$ cat config.mk
export PLATFORM = sky130hd
export DESIGN_NAME = remap_spi_master
export DESIGN_NICKNAME = d
export VERILOG_FILES = /design/src/rtl/remap_spi_master.sv
export SDC_FILE = /design/constraint.sdc
export NUM_CORES = 1
export LEC_CHECK = 0
export CORE_MARGIN = 2
export CORE_UTILIZATION = 50
export CTS_CLUSTER_DIAMETER = 40
export DETAILED_ROUTE_END_ITERATION = 7
export GPL_TIMING_DRIVEN = 0
export PLACE_DENSITY = 0.69
export SYNTH_ARGS = -nofsm -noshare
export SYNTH_HDL_FRONTEND = slang
export SYNTH_SLANG_ARGS = --single-unit
$ cat constraint.sdc
create_clock -name clk -period 2.7 [get_ports clk]
set_input_delay 0.27 -clock clk [delete_from_list [all_inputs] [get_ports clk]]
set_output_delay 0.27 -clock clk [all_outputs]
set_load 0.05 [all_outputs]
$ cat src/rtl/remap_spi_master.sv
// SPI mode-0 master for one 16-bit {rw, addr[6:0], data[7:0]} frame per command.
// The 8 MISO bits sampled during the data phase are returned on rsp_rdata.
module remap_spi_master #(
  parameter int unsigned CLK_DIV  = 4,
  parameter int unsigned CS_SETUP = 2,
  parameter int unsigned CS_HOLD  = 2,
  parameter int unsigned GAP      = 2
) (
  input  logic       clk,
  input  logic       reset_n,
  input  logic       cmd_valid,
  output logic       cmd_ready,
  input  logic       cmd_rw,
  input  logic [6:0] cmd_addr,
  input  logic [7:0] cmd_wdata,
  output logic       rsp_valid,
  output logic [7:0] rsp_rdata,
  output logic       busy,
  output logic       spi_cs_n,
  output logic       spi_sclk,
  output logic       spi_mosi,
  input  logic       spi_miso
);

  typedef enum logic [2:0] {
    ST_IDLE  = 3'd0,
    ST_SETUP = 3'd1,
    ST_SHIFT = 3'd2,
    ST_HOLD  = 3'd3,
    ST_GAP   = 3'd4
  } state_t;

  localparam int unsigned CW = 16;
  localparam logic [CW-1:0] ONE        = CW'(1'b1);
  localparam logic [CW-1:0] DIV_LAST   = CW'(CLK_DIV - 1);
  localparam logic [CW-1:0] SETUP_LAST = CW'(CS_SETUP - 1);
  localparam logic [CW-1:0] HOLD_LAST  = CW'(CS_HOLD - 1);
  localparam logic [CW-1:0] GAP_LAST   = CW'(GAP - 1);

  state_t        state_r, state_s;
  logic [CW-1:0] cnt_r, cnt_s;
  logic [3:0]    bit_r, bit_s;
  logic          high_r, high_s;
  logic [14:0]   frame_r, frame_s;
  logic [7:0]    shreg_r, shreg_s;
  logic          cs_n_r, cs_n_s;
  logic          sclk_r, sclk_s;
  logic          mosi_r, mosi_s;
  logic          ready_r, ready_s;
  logic          busy_r, busy_s;
  logic          rsp_valid_r, rsp_valid_s;
  logic [7:0]    rdata_r, rdata_s;
  logic [15:0]   cmd_frame_s;

  // Reads never drive write data onto the bus.
  assign cmd_frame_s = {cmd_rw, cmd_addr, (cmd_rw ? 8'h00 : cmd_wdata)};

  // Next-state and next-output logic for the frame sequencer.
  always_comb begin
    state_s     = state_r;
    cnt_s       = cnt_r;
    bit_s       = bit_r;
    high_s      = high_r;
    frame_s     = frame_r;
    shreg_s     = shreg_r;
    cs_n_s      = cs_n_r;
    sclk_s      = sclk_r;
    mosi_s      = mosi_r;
    ready_s     = ready_r;
    busy_s      = busy_r;
    rsp_valid_s = 1'b0;
    rdata_s     = rdata_r;
    case (state_r)
      ST_IDLE: begin
        if (cmd_valid && ready_r) begin
          state_s = ST_SETUP;
          cnt_s   = '0;
          frame_s = cmd_frame_s[14:0];
          mosi_s  = cmd_frame_s[15];
          cs_n_s  = 1'b0;
          ready_s = 1'b0;
          busy_s  = 1'b1;
        end else begin
          ready_s = 1'b1;
          busy_s  = 1'b0;
        end
      end
      ST_SETUP: begin
        if (cnt_r == SETUP_LAST) begin
          state_s = ST_SHIFT;
          cnt_s   = '0;
          bit_s   = 4'd0;
          high_s  = 1'b1;
          sclk_s  = 1'b1;
        end else begin
          cnt_s = cnt_r + ONE;
        end
      end
      ST_SHIFT: begin
        if (cnt_r != DIV_LAST) begin
          cnt_s = cnt_r + ONE;
        end else if (high_r) begin
          // End of a high half: sample MISO, drop SCLK, present the next bit.
          cnt_s   = '0;
          shreg_s = {shreg_r[6:0], spi_miso};
          high_s  = 1'b0;
          sclk_s  = 1'b0;
          if (bit_r != 4'd15) begin
            mosi_s = frame_r[4'd14 - bit_r];
          end else begin
            mosi_s = mosi_r;
          end
        end else if (bit_r == 4'd15) begin
          state_s = ST_HOLD;
          cnt_s   = '0;
        end else begin
          cnt_s  = '0;
          bit_s  = bit_r + 4'd1;
          high_s = 1'b1;
          sclk_s = 1'b1;
        end
      end
      ST_HOLD: begin
        if (cnt_r == HOLD_LAST) begin
          state_s     = ST_GAP;
          cnt_s       = '0;
          cs_n_s      = 1'b1;
          mosi_s      = 1'b0;
          rsp_valid_s = 1'b1;
          rdata_s     = shreg_r;
        end else begin
          cnt_s = cnt_r + ONE;
        end
      end
      ST_GAP: begin
        if (cnt_r == GAP_LAST) begin
          state_s = ST_IDLE;
          cnt_s   = '0;
          ready_s = 1'b1;
          busy_s  = 1'b0;
        end else begin
          cnt_s = cnt_r + ONE;
        end
      end
      default: begin
        state_s = ST_IDLE;
        cnt_s   = '0;
        cs_n_s  = 1'b1;
        sclk_s  = 1'b0;
        mosi_s  = 1'b0;
        ready_s = 1'b1;
        busy_s  = 1'b0;
      end
    endcase
  end

  // State, counters and registered outputs.
  always_ff @(posedge clk or negedge reset_n) begin
    if (!reset_n) begin
      state_r     <= ST_IDLE;
      cnt_r       <= '0;
      bit_r       <= 4'd0;
      high_r      <= 1'b0;
      frame_r     <= 15'h0000;
      shreg_r     <= 8'h00;
      cs_n_r      <= 1'b1;
      sclk_r      <= 1'b0;
      mosi_r      <= 1'b0;
      ready_r     <= 1'b1;
      busy_r      <= 1'b0;
      rsp_valid_r <= 1'b0;
      rdata_r     <= 8'h00;
    end else begin
      state_r     <= state_s;
      cnt_r       <= cnt_s;
      bit_r       <= bit_s;
      high_r      <= high_s;
      frame_r     <= frame_s;
      shreg_r     <= shreg_s;
      cs_n_r      <= cs_n_s;
      sclk_r      <= sclk_s;
      mosi_r      <= mosi_s;
      ready_r     <= ready_s;
      busy_r      <= busy_s;
      rsp_valid_r <= rsp_valid_s;
      rdata_r     <= rdata_s;
    end
  end

  assign cmd_ready = ready_r;
  assign busy      = busy_r;
  assign rsp_valid = rsp_valid_r;
  assign rsp_rdata = rdata_r;
  assign spi_cs_n  = cs_n_r;
  assign spi_sclk  = sclk_r;
  assign spi_mosi  = mosi_r;

endmodule

Word level (Yosys, flattened, before mapping)
Cells that the tools add are included.
- output and inout bits: 14
- register bits after elaboration: 61
- word-level logic and storage cells: 102
- input port bits: 20
- $lt $le $gt $ge: 1
- equality and inequality tests: 19
- $add $sub $neg: 3
- bitwise logic cells: 5
- reductions and logical operators: 18
- multiplexer cells: 43
- operators with widths (kind ; count):
    16-bit 2-to-1 mux ; 3
    16-bit case mux with 3 select lines ; 1
    3-bit 2-to-1 mux ; 7
    2-bit inequality test (second input constant) ; 10
    1-bit 2-to-1 mux ; 18
    16-bit by 1-bit adder with 16-bit output (second input constant) ; 1
    16-bit by 1-bit equality test with 1-bit output (second input constant) ; 1
    4-bit 2-to-1 mux ; 4
    16-bit by 2-bit inequality test with 1-bit output (second input constant) ; 1
    3-bit case mux with 5 select lines ; 1
    1-bit case mux with 3 select lines ; 4
    3-bit OR reduction ; 4
    3-bit AND reduction ; 3
    8-bit 2-to-1 mux ; 1
    4-bit case mux with 2 select lines ; 1
    7-bit AND reduction ; 1
    3-bit by 2-bit equality test with 1-bit output (second input constant) ; 2
    2-bit AND reduction ; 3
    6-bit AND reduction ; 1
    4-bit by 5-bit less-than comparator with 1-bit output (second input constant) ; 1
    1-bit inverter ; 5
    5-bit AND reduction ; 1
    4-bit by 1-bit adder with 4-bit output (second input constant) ; 1
    1-bit binary-select mux with 4-bit select ; 1
    other kinds (13) ; 13

Longest topological paths before layout
Gate-level depths: netlist of the first run.
- depth in word-level cells: 7
- mapped depth: 8
- gate-level depth less buffers: 7

Worst setup path after synthesis of the first run
No wires, ideal clock.
- kind: register -> register
- start: register cnt_r[11]
- end: register rdata_r[0] (netlist: rsp_rdata[0])
- clock period less this slack: 1.941 ns
- stages on the path, launching flop included: 5
- data required time: 2.575 ns
- library setup time: 0.125 ns
- arrival: 1.817 ns
- path slack: 0.759 ns
- path buffers: 0
- cells stage by stage: dfrtp_1 nor4_1 nand4_2 nor4_4 mux2_2
- longest elaborated chain between the ends: 2
- ends and longest elaborated chain (what ; line ; source):
    start, declared ; 41 ; logic [CW-1:0] cnt_r, cnt_s;
    start signal, assigned ; 175 ; cnt_r <= cnt_s;
    16-bit by 1-bit equality test with 1-bit output ; 124 ; if (cnt_r == HOLD_LAST) begin
    2-bit AND reduction (no source line) ; n/a ;
    end signal, assigned ; 186 ; rdata_r <= rdata_s;
    end, declared ; 52 ; logic [7:0] rdata_r, rdata_s;
No other way between the ends.
A chain may end at the register's enable or synchronous reset.

Worst setup path after layout of the first run
- start: register cnt_r[8]
- end: register rdata_r[0] (netlist: rsp_rdata[0])
The elaborated chain is that of the path after synthesis.

==> reports/metrics.yaml, run 1 <==
sta:
  setup_viol: 0
  finalClockSkew_ps: 7.359
  final.setup.tns_ps: 0
  slew_headroom: 0.4938
  worst_slack_ps: 283.4
  rsz0062_at_grt: "false"
  report.final.slew_viol_count: 0
  clock.fmax_mhz: 413.8
  fin_crit_sh: 0.8950
  min_period_ps: 2417
  finalHoldViolations: 0
  worst_pin_slew_ps: 753.6
routing:
  wl_um: 6283
  wl_per_cell_um: 14.51
  drtIter0Drc: 127
  ant_nets: 0
  drt_first_pass_iters: 4
  drc: 0
  vias: 2385
  viasPerCell: 5.508
grt:
  grt_pass1_wl_um: 11040
  antenna_found_initial: 0
  grt_max_degree: 39
  grt_usage: 0.2191
  grt-ovfl-total: 0
  grt_pass1_vias: 2359
worst_setup_path:
  setup.worst_path.start_class: "flop"
  arrival_ps: 2660
  r2r-end: "rsp_rdata[0]"
  slowest_delay_ps: 590
  cp_max_fo: 9
  r2r_cells: 4
  cp.required_ps: 2940
  crit_path_end_kind: "flop"
  rrSetupSlack_ps: 280
  path_class: "flop to flop"
  r2r-start: "cnt_r[8]"
  crit_buf_inv: 0
  crit_path_top_delay_cell: "nor4_4"
  crit_family: "simple AND/OR/NAND/NOR gates"
  cp_cell_sequence: "nor4_1, nand4_2, nor4_4, mux2_2"
final_layout:
  diodes: 0
  nNetsFinal: 376
  area_delta_synth_final_pct: 21.82
  fin_cells: 433
  design_area_mm2: 0.003744
  seqCellArea_mm2: 0.001529
  postLayoutCoreUtil: 0.6323
  multi_input_area_mm2: 0.001455
  drive_gt1_frac: 0.1536
  nFillCells: 518
clocking:
  h-tree-depth: 3
  cts_buffers: 9
  cts_tree: "done"
  cts_root_buf: "clkbuf_8"
  cts_sinks: 61
  clk_latency_ps: 360
  clockBufferDepth: 2
  cts_setup_buffers: 0
  clk_pin_slew_worst_paths_ps: 70
pwr:
  leakagePower_nw: 1.617
  ir_drop_mv: 0.6575
  powerDensity_mw_per_mm2: 979.0
yosys:
  synth_enable_flop_cells: 0
  syn_avg_cell_area_um2: 10.01
  synth_seq_cells: 61
  ys.flop_type: "dfrtp_1"
  synthXorXnorAreaFrac: 0.03420
  ys.warnings.count: 0
  synthArstFlopShare: 1.000
  syn_area_mm2: 0.003073
  synth_top_family_by_area: "simple AND/OR/NAND/NOR gates"
  synth_compound_area_frac: 0.09691
  synth-simple-area-share: 0.2292
  synth_nets: 330
  synthCells: 307
  yosysUniqueCellTypes: 48
  synth.area.mux_share: 0.1010
  synth-adder-area-share: 0.01221
  ys_seq_area_frac: 0.4976
placed_design:
  hpwlAfterDp_um: 4405
  placed_cell_area_mm2: 0.003512
  dp.cells: 416
  gp_congestion: 0.8133
  place_ws_ps: 308.0
  io_buffer_count: 33
floorplanning:
  rows: 28
  coreArea_mm2: 0.005921
  dieHeight_um: 82.40
  die_w_um: 82.40
  die-area_mm2: 0.006789
  start_util: 0.5190
  io_pins: 34
hold_path:
  hold_path.class: "primary input to async pin"
flow_run:
  drv_cap: 0
status:
  status: "complete, no violations"
synthesized netlist by cell type, drive strengths merged (4+ instances only):
library cell / number / share of area
o21ai: 13 / 0.021
nor2: 17 / 0.022
mux2: 16 / 0.059
dfrtp: 59 / 0.48
nand3b: 9 / 0.022
nand2b: 5 / 0.010
nor3b: 4 / 0.0098
a21oi: 14 / 0.023
mux4: 4 / 0.029
inv: 9 / 0.011
nor3: 9 / 0.015
nand3: 7 / 0.013
buf: 6 / 0.011
clkbuf: 6 / 0.0073
xnor2: 11 / 0.031
mux2i: 4 / 0.013
nor4: 8 / 0.021
nand2: 64 / 0.078
routing by layer:
layer,global-route usage,wire length [µm],up-vias
li1,-,-,1176
met1,0.2856,2931,1149
met2,0.3419,2971,44
met3,0.04022,210,16
met4,0.1267,169,0
met5,0,0,-
state kept, by name, indices dropped and copies added (netlist names):
name,cells
bit_r,4
busy,1
cmd_ready,1
cnt_r,16
frame_r,15
high_r,1
rsp_rdata,8
rsp_valid,1
shreg_r,8
spi_cs_n,1
spi_mosi,1
spi_sclk,1
state_r,3
power by group:
part / internal [mW] / switching (mW) / leakage (nW) / total (mW)
logic: 0.563 / 0.889 / 0.705 / 1.45
clock network: 0.522 / 0.391 / 0.106 / 0.913
registers: 1.15 / 0.148 / 0.806 / 1.30
repair_timing:
action                    CTS  global route
gates resized for setup     0             0
hold buffers                1             0
hold endpoints to repair   22             0
cells in the final DEF (no fill, tap or decap), drive strengths merged, types with 4 or more instances in the layout:
cell type	Yosys	routed
dfrtp	59	59
mux4	4	4
nor3b	4	4
a21oi	14	14
mux2	16	16
nand3b	9	9
nor3	9	9
mux2i	4	4
buf	6	8
nor4	8	8
inv	9	10
o21ai	13	13
clkdlybuf4s50	0	32
nor2	17	17
nand3	7	7
xnor2	11	11
nand2b	5	5
clkbuf	6	15
nand2	64	64
cells by family after synthesis:
family                   after synthesis
flip-flops                            61
XOR/XNOR                              12
AND/OR/NAND/NOR                      139
AO/OA/AOI/OAI                         47
multiplexers                          24
adder cells (fa/ha/maj)                3
buffers and inverters                 21
worst max path at each step:
stage	endpoint	slack, ps	cells after the start	start
floorplan	rsp_rdata[0]	760	4	cnt_r[11]
global placement	rsp_rdata[1]	-630	1	reset_n
detailed placement	rsp_rdata[7]	310	4	cnt_r[11]
CTS	rsp_rdata[0]	270	4	cnt_r[8]
global route	rsp_rdata[0]	150	4	cnt_r[8]
finish	rsp_rdata[0]	280	4	cnt_r[8]
cell type report:
class | count | share of cell area
clock buffer | 9 | 0.03309
tap | 75 | 0.02507
buffer | 12 | 0.01471
timing repair buffer | 35 | 0.09492
sequential | 61 | 0.4084
clock inverter | 7 | 0.02607
inverter | 9 | 0.009024
multi-input combinational | 225 | 0.3887
metrics by stage:
| stage | total power, mW | hold slack (ps) |
|---|---|---|
| floorplan | 2.349 | -25.59 |
| global placement | 2.732 | 445.4 |
| detailed placement | 2.760 | 300.9 |
| CTS | 3.699 | 431.0 |
| global route | 3.916 | 439.1 |
| finish | 3.665 | 430.2 |
Power figures use the tool's default switching activity.
==> run 2, diff against run 1 <==
- ABC_AREA: unset -> 1
- SETUP_SLACK_MARGIN: unset -> 0.3
==> reports/metrics.yaml, run 2 <==
final_layout:
  final_cell_mix: "nand2_1, dfrtp_1, nand3_1"  # was nand2_1, dfrtp_1, clkdlybuf4s50_1
  fin_cells: 518  # was 433
  layout_commonest_cell: "nand2_1"  # unchanged
  top_register: "cnt_r"  # unchanged
  nNetsFinal: 461  # was 376
  top_regs: "cnt_r (16), frame_r (15)"  # unchanged
  diodes: 0  # unchanged
  drive_gt1_frac: 0.1264  # was 0.1536
  postLayoutCoreUtil: 0.6339  # was 0.6323
  largest_register_ffs: 16  # unchanged
  area_delta_synth_final_pct: 21.55  # was 21.82%
clocking:
  cts_tree: "done"  # unchanged
  cts_sinks: 61  # unchanged
  cts_hold_buf: 1  # unchanged
  cts_root_buf: "clkbuf_8"  # unchanged
  clk_pin_slew_worst_paths_ps: 80  # was 70 ps
  cts_buffers: 9  # unchanged
  clk_latency_ps: 350  # was 360 ps
  clockBufferDepth: 2  # unchanged
  h-tree-depth: 3  # unchanged
  cts_resized: 0  # unchanged
  cts_setup_buffers: 0  # unchanged
routing:
  wl_per_cell_um: 12.40  # was 14.51 µm
  drtIter0Drc: 118  # was 127
  wl_met3_um: 267  # was 210 µm
  wl_um: 6422  # was 6283 µm
  wl_met1_um: 3050  # was 2931 µm
  top_layer: "met4"  # unchanged
  drc: 0  # unchanged
  drt_first_pass_iters: 4  # unchanged
  ant_nets: 0  # unchanged
  viasPerCell: 5.058  # was 5.508
  vias: 2620  # was 2,385
  route.met2.wl_um: 3003  # was 2971 µm
worst_setup_path:
  path_class: "flop to output port"  # was flop to flop
  cp.required_ps: 2430  # was 2940 ps
  crit_buf_inv: 1  # was 0
  arrival_ps: 1680  # was 2660 ps
  crit_path_top_delay_cell: "clkdlybuf4s50_1"  # was nor4_4
  cp_max_fo: 3  # was 9
  crit_path_end_kind: "output port"  # was flop
  cp_cell_sequence: "clkdlybuf4s50_1"  # was nor4_1, nand4_2, nor4_4, mux2_2
  r2r-end: "cnt_r[12]"  # was rsp_rdata[0]
  rrSetupSlack_ps: 1010  # was 280 ps
  slowest_delay_ps: 800  # was 590 ps
  setup.worst_path.start_class: "flop"  # unchanged
  crit_family: "buffers and inverters"  # was simple AND/OR/NAND/NOR gates
  r2r-start: "cnt_r[0]"  # was cnt_r[8]
  r2r_cells: 8  # was 4
pwr:
  pwr-share-comb: 0.427  # was 0.396
  internal_power_mw: 2.254  # was 2.237 mW
  p_sw_frac: 0.4228  # was 0.3896
  clockPowerShare: 0.232  # was 0.249
  ir_drop_mv: 0.7437  # was 0.6575 mV
  leakagePower_nw: 1.830  # was 1.617 nW
  sequentialPowerShare: 0.341  # was 0.355
  p_total_mw: 3.905  # was 3.665 mW
  powerDensity_mw_per_mm2: 1028  # was 979.0 mW/mm²
  switchingPower_mw: 1.651  # was 1.428 mW
status:
  status: "complete, no violations"  # unchanged
grt:
  grt_pass1_wl_um: 11490  # was 11,040 µm
  grt_usage: 0.2086  # was 0.2191
  grt-ovfl-total: 0  # unchanged
  antenna_found_initial: 0  # unchanged
  grt_pass1_vias: 2520  # was 2,359
  grt_max_degree: 41  # was 39
yosys:
  synth_top_area_share: 0.4726  # was 0.4805
  synthCells: 392  # was 307
  syn_area_mm2: 0.003124  # was 0.003073 mm²
  synth_nets: 415  # was 330
  synth_seq_cells: 61  # unchanged
  synth_enable_flop_cells: 0  # unchanged
  ys.warnings.count: 0  # unchanged
  ys.flop_type: "dfrtp_1"  # unchanged
  syn_avg_cell_area_um2: 7.970  # was 10.01 µm²
  synth_commonest_cells: "nand2_1, dfrtp_1, nand3_1"  # was nand2_1, dfrtp_1, mux2_2, nor2_1, a21oi_1
  ys_seq_area_frac: 0.4894  # was 0.4976
  synth.area.top_cells: "dfrtp_1, nand2_1, nand3_1, nor2_1, inv_1"  # was dfrtp_1, nand2_1, mux2_2, xnor2_1, mux4_2
  yosysUniqueCellTypes: 33  # was 48
  synth.most_common_cell: "nand2_1"  # unchanged
  yosysTopAreaCell: "dfrtp_1"  # unchanged
  synthArstFlopShare: 1.000  # unchanged
flow_run:
  drv_cap: 0  # unchanged
sta:
  final.setup.tns_ps: 0  # unchanged
  clock.fmax_mhz: 511.7  # was 413.8 MHz
  finalClockSkew_ps: 13.35  # was 7.359 ps
  min_period_ps: 1954  # was 2417 ps
  finalHoldViolations: 0  # unchanged
  setup_viol: 0  # unchanged
  worst_pin_slew_ps: 526.0  # was 753.6 ps
  slew_headroom: 0.6493  # was 0.4938
  fin_crit_sh: 0.7238  # was 0.8950
  report.final.slew_viol_count: 0  # unchanged
  rsz0062_at_grt: "false"  # unchanged
floorplanning:
  rows: 28  # unchanged
  coreArea_mm2: 0.005991  # was 0.005921 mm²
  die_w_um: 83.05  # was 82.40 µm
  start_util: 0.5215  # was 0.5190
  dieHeight_um: 83.05  # was 82.40 µm
  die-area_mm2: 0.006896  # was 0.006789 mm²
  io_pins: 34  # unchanged
hold_path:
  hold_path.class: "primary input to async pin"  # unchanged
placed_design:
  gp_congestion: 0.8527  # was 0.8133
  hpwlAfterDp_um: 4791  # was 4405 µm
  dp.cells: 501  # was 416
  io_buffer_count: 33  # unchanged
[run 2: cell type report]
class                           instances  area (µm²)
Buffer                                  7       55.05
Clock buffer                            9       123.9
Clock inverter                          7       100.1
Fill cell                             560        2193
Inverter                               38       145.1
Multi-Input combinational cell        286        1395
Sequential cell                        61        1529
Tap cell                               75       93.84
Timing Repair Buffer                   35       355.3
[run 2: metal layers]
| layer | vias to the layer above | GRT usage |
|---|---|---|
| li1 | 1349 | - |
| met1 | 1213 | 0.2817 |
| met2 | 50 | 0.3145 |
| met3 | 8 | 0.05268 |
| met4 | 0 | 0.1013 |
| met5 | - | 0 |
[run 2: logic make-up after synthesis]
family          Yosys count  share of synthesized area
compound gates           34                    0.06488
xor+xnor                 10                    0.02804
fa+ha+maj                 3                    0.01202
buf+inv                  45                    0.06408
flops                    61                     0.4894
mux                       1                   0.003604
simple gates            238                     0.3380
[run 2: how the worst max path moves through the flow]
stage / from / endpoint / cells after the start
2_1_floorplan: cmd_ready / cnt_r[12] / 7
3_3_place_gp: reset_n / rsp_rdata[4] / 1
3_5_place_dp: cmd_valid / cnt_r[12] / 8
4_1_cts: cmd_ready / cmd_ready / 1
5_1_grt: spi_cs_n / spi_cs_n / 1
6_report: cmd_ready / cmd_ready / 1
[run 2: through the flow]
stage | setup slack, ps | area [µm²] | hold WS [ps]
finish | 745.6 | 3797 | 424.7
detailed placement | 958.6 | 3563 | 274.8
global placement | -630.7 | 3548 | 456.8
global route | 693.6 | 3797 | 457.1
CTS | 718.7 | 3797 | 420.2
floorplan | 1116 | 3124 | -25.59
[run 2: power groups by stage]
stage	clock network (mW)	logic [mW]	registers, mW
after global routing	0.975	1.89	1.36
after CTS	0.932	1.69	1.33
final	0.907	1.67	1.33
after floorplan	0	1.12	1.46
after global placement	0	1.66	1.34
after detailed placement	0	1.68	1.35
==> run 3, diff against run 2 <==
- clock period: 2.7 -> 1.85 ns (I/O delays scaled with it)
==> reports/metrics.yaml, run 3 (synthesized netlist as in run 2, its figures left out) <==
final_layout:
  top_register: "cnt_r"  # unchanged
  design_area_mm2: 0.004198  # was 0.003797 mm²
  seqCellArea_mm2: 0.001531  # was 0.001529 mm²
  multi_input_area_mm2: 0.001525  # was 0.001395 mm²
  diodes: 0  # unchanged
  largest_register_ffs: 16  # unchanged
  final_cell_mix: "nand2_1, dfrtp_1, nand3_1"  # unchanged
  nNetsFinal: 493  # was 461
  top_regs: "cnt_r (16), frame_r (15)"  # unchanged
  nFillCells: 500  # was 560
  layout_commonest_cell: "nand2_1"  # unchanged
  area_delta_synth_final_pct: 34.36  # was 21.55%
  drive_gt1_frac: 0.2484  # was 0.1264
floorplanning:
  start_util: 0.5215  # unchanged
  die_w_um: 83.05  # unchanged
  coreArea_mm2: 0.005991  # unchanged
  rows: 28  # unchanged
  die-area_mm2: 0.006896  # unchanged
  io_pins: 34  # unchanged
  dieHeight_um: 83.05  # unchanged
clocking:
  cts_sinks: 61  # unchanged
  clk_latency_ps: 340  # was 350 ps
  cts_tree: "done"  # unchanged
  cts_buffers: 9  # unchanged
  cts_root_buf: "clkbuf_8"  # unchanged
  h-tree-depth: 3  # unchanged
  clockBufferDepth: 2  # unchanged
  clk_pin_slew_worst_paths_ps: 70  # was 80 ps
worst_setup_path:
  arrival_ps: 1800  # was 1680 ps
  setup.worst_path.start_class: "flop"  # unchanged
  r2r_cells: 9  # was 8
  cp.required_ps: 2080  # was 2430 ps
  path_class: "flop to flop"  # was flop to output port
  crit_path_end_kind: "flop"  # was output port
  cp_max_fo: 5  # was 3
grt:
  use_met2: 0.3409  # was 0.3145
  grt_max_degree: 41  # unchanged
  antenna_found_initial: 0  # unchanged
  grt_busiest_layer: "met2"  # unchanged
  met1_usage: 0.2911  # was 0.2817
  gr-usage-met3: 0.04473  # was 0.05268
  grt-ovfl-total: 0  # unchanged
  grt_pass1_vias: 2755  # was 2,520
  grt_usage: 0.2184  # was 0.2086
  grt_pass1_wl_um: 12230  # was 11,490 µm
sta:
  worst_pin_slew_ps: 531.9  # was 526.0 ps
  fin_crit_sh: 0.8504
  setup_viol: 0  # unchanged
  min_period_ps: 1573
  finalHoldViolations: 0  # unchanged
  clock.fmax_mhz: 635.6
  finalClockSkew_ps: 6.194  # was 13.35 ps
  rsz0062_at_grt: "true"  # was false
  report.final.slew_viol_count: 0  # unchanged
  slew_headroom: 0.6454  # was 0.6493
routing:
  wl_per_cell_um: 13.14  # was 12.40 µm
  viasPerCell: 5.142  # was 5.058
  wl_um: 7227  # was 6422 µm
  vias: 2828  # was 2,620
  ant_nets: 0  # unchanged
  drtIter0Drc: 164  # was 118
  drc: 0  # unchanged
  drt_first_pass_iters: 4  # unchanged
status:
  status: "complete, no violations"  # unchanged
pwr:
  switchingPower_mw: 2.647  # was 1.651 mW
  p_total_mw: 6.477  # was 3.905 mW
  leakagePower_nw: 2.079  # was 1.830 nW
  ir_drop_mv: 0.9914  # was 0.7437 mV
  powerDensity_mw_per_mm2: 1543  # was 1028 mW/mm²
  internal_power_mw: 3.829  # was 2.254 mW
  pwr-share-comb: 0.474  # was 0.427
  p_sw_frac: 0.4087  # was 0.4228
  clockPowerShare: 0.224  # was 0.232
  sequentialPowerShare: 0.302  # was 0.341
placed_design:
  hpwlAfterDp_um: 4746  # was 4791 µm
  gp_congestion: 0.8709  # was 0.8527
  placed_cell_area_mm2: 0.003566  # was 0.003563 mm²
  io_buffer_count: 33  # unchanged
flow_run:
  drv_cap: 0  # unchanged
hold_path:
  hold_path.class: "primary input to async pin"  # unchanged
==> run 3: cell count changes in the layout (fill, tap and decap cells not counted), moves of 3 or more <==
cell,before,now
buf_4,3,30
clkdlybuf4s50_1,32,18
dlygate4sd2_1,0,12
nand2_1,131,121
nand2_2,7,14
buf_6,2,8
nor2_1,36,30
nor2_4,4,10
o21ai_0,16,10
o21ai_1,3,8
clkinvlp_4,3,0
ha_1,3,0
inv_1,34,31
nand2_4,0,3
==> run 3: metal layers <==
metal / part of all wire / routed length, µm
met1: 0.45 / 3273
met2: 0.49 / 3507
met3: 0.037 / 268
met4: 0.025 / 178
met5: 0 / 0
==> run 3: repair_timing <==
action / CTS / global route
pin swaps: 11 / 8
hold endpoints to repair: 21 / 0
resized for setup: 40 / 34
cloned: 1 / 1
setup endpoints to repair: 51 / 61
setup buffers: 19 / 11
hold buffers: 1 / 0
==> run 3: final timing paths <==
check	startpoint	to	slack [ps]
setup / recovery	cnt_r[6]	cnt_r[10]	280
hold / removal	reset_n	cnt_r[12]	360
setup reg to reg	cnt_r[6]	cnt_r[10]	280
hold reg to reg	rsp_rdata[5]	rsp_rdata[5]	480
max in group asynchronous	reset_n	cmd_ready	840
min in group clk	cmd_addr[1]	frame_r[9]	380
==> run 3: critical path, cell delays in order, from the launching register on <==
cell and delay [ps]:
dfrtp_1 420, nor2_2 140, nand2_2 130, nor2_4 150
nand2_2 90, nand2_2 100, nand2_2 80, nor2_4 150
buf_6 150, nor2_1 40
==> run 3: layout make-up <==
cell class / count / share of cell area
clock buffer: 12 / 0.03458
tap: 75 / 0.02235
buffer: 7 / 0.01550
sequential: 61 / 0.3648
inverter: 38 / 0.03577
clock inverter: 4 / 0.02265
multi-input combinational: 286 / 0.3633
timing repair buffer: 67 / 0.1410
==> run 3: through the flow <==
stage / setup WS (ps) / TNS [ps] / hold WS [ps] / util / std cells
2_1_floorplan: 301.3 / 0 / -110.6 / - / 392
3_3_place_gp: -1391 / -83210 / 459.0 / 0.5927 / 500
3_5_place_dp: 208.0 / 0 / 194.6 / 0.5952 / 501
4_1_cts: 229.8 / 0 / 364.4 / 0.6698 / 538
5_1_grt: 162.4 / 0 / 395.1 / 0.7007 / 550
6_report: 276.7 / 0 / 359.3 / 0.7007 / 550
==> run 3: power by group through the flow <==
| stage | combinational [mW] | sequential, mW | clock [mW] |
|---|---|---|---|
| after floorplan | 1.64 | 2.13 | 0 |
| after global placement | 2.40 | 1.96 | 0 |
| after detailed placement | 2.46 | 1.97 | 0 |
| after CTS | 2.84 | 1.94 | 1.46 |
| after global routing | 3.43 | 1.99 | 1.53 |
| final | 3.07 | 1.96 | 1.45 |
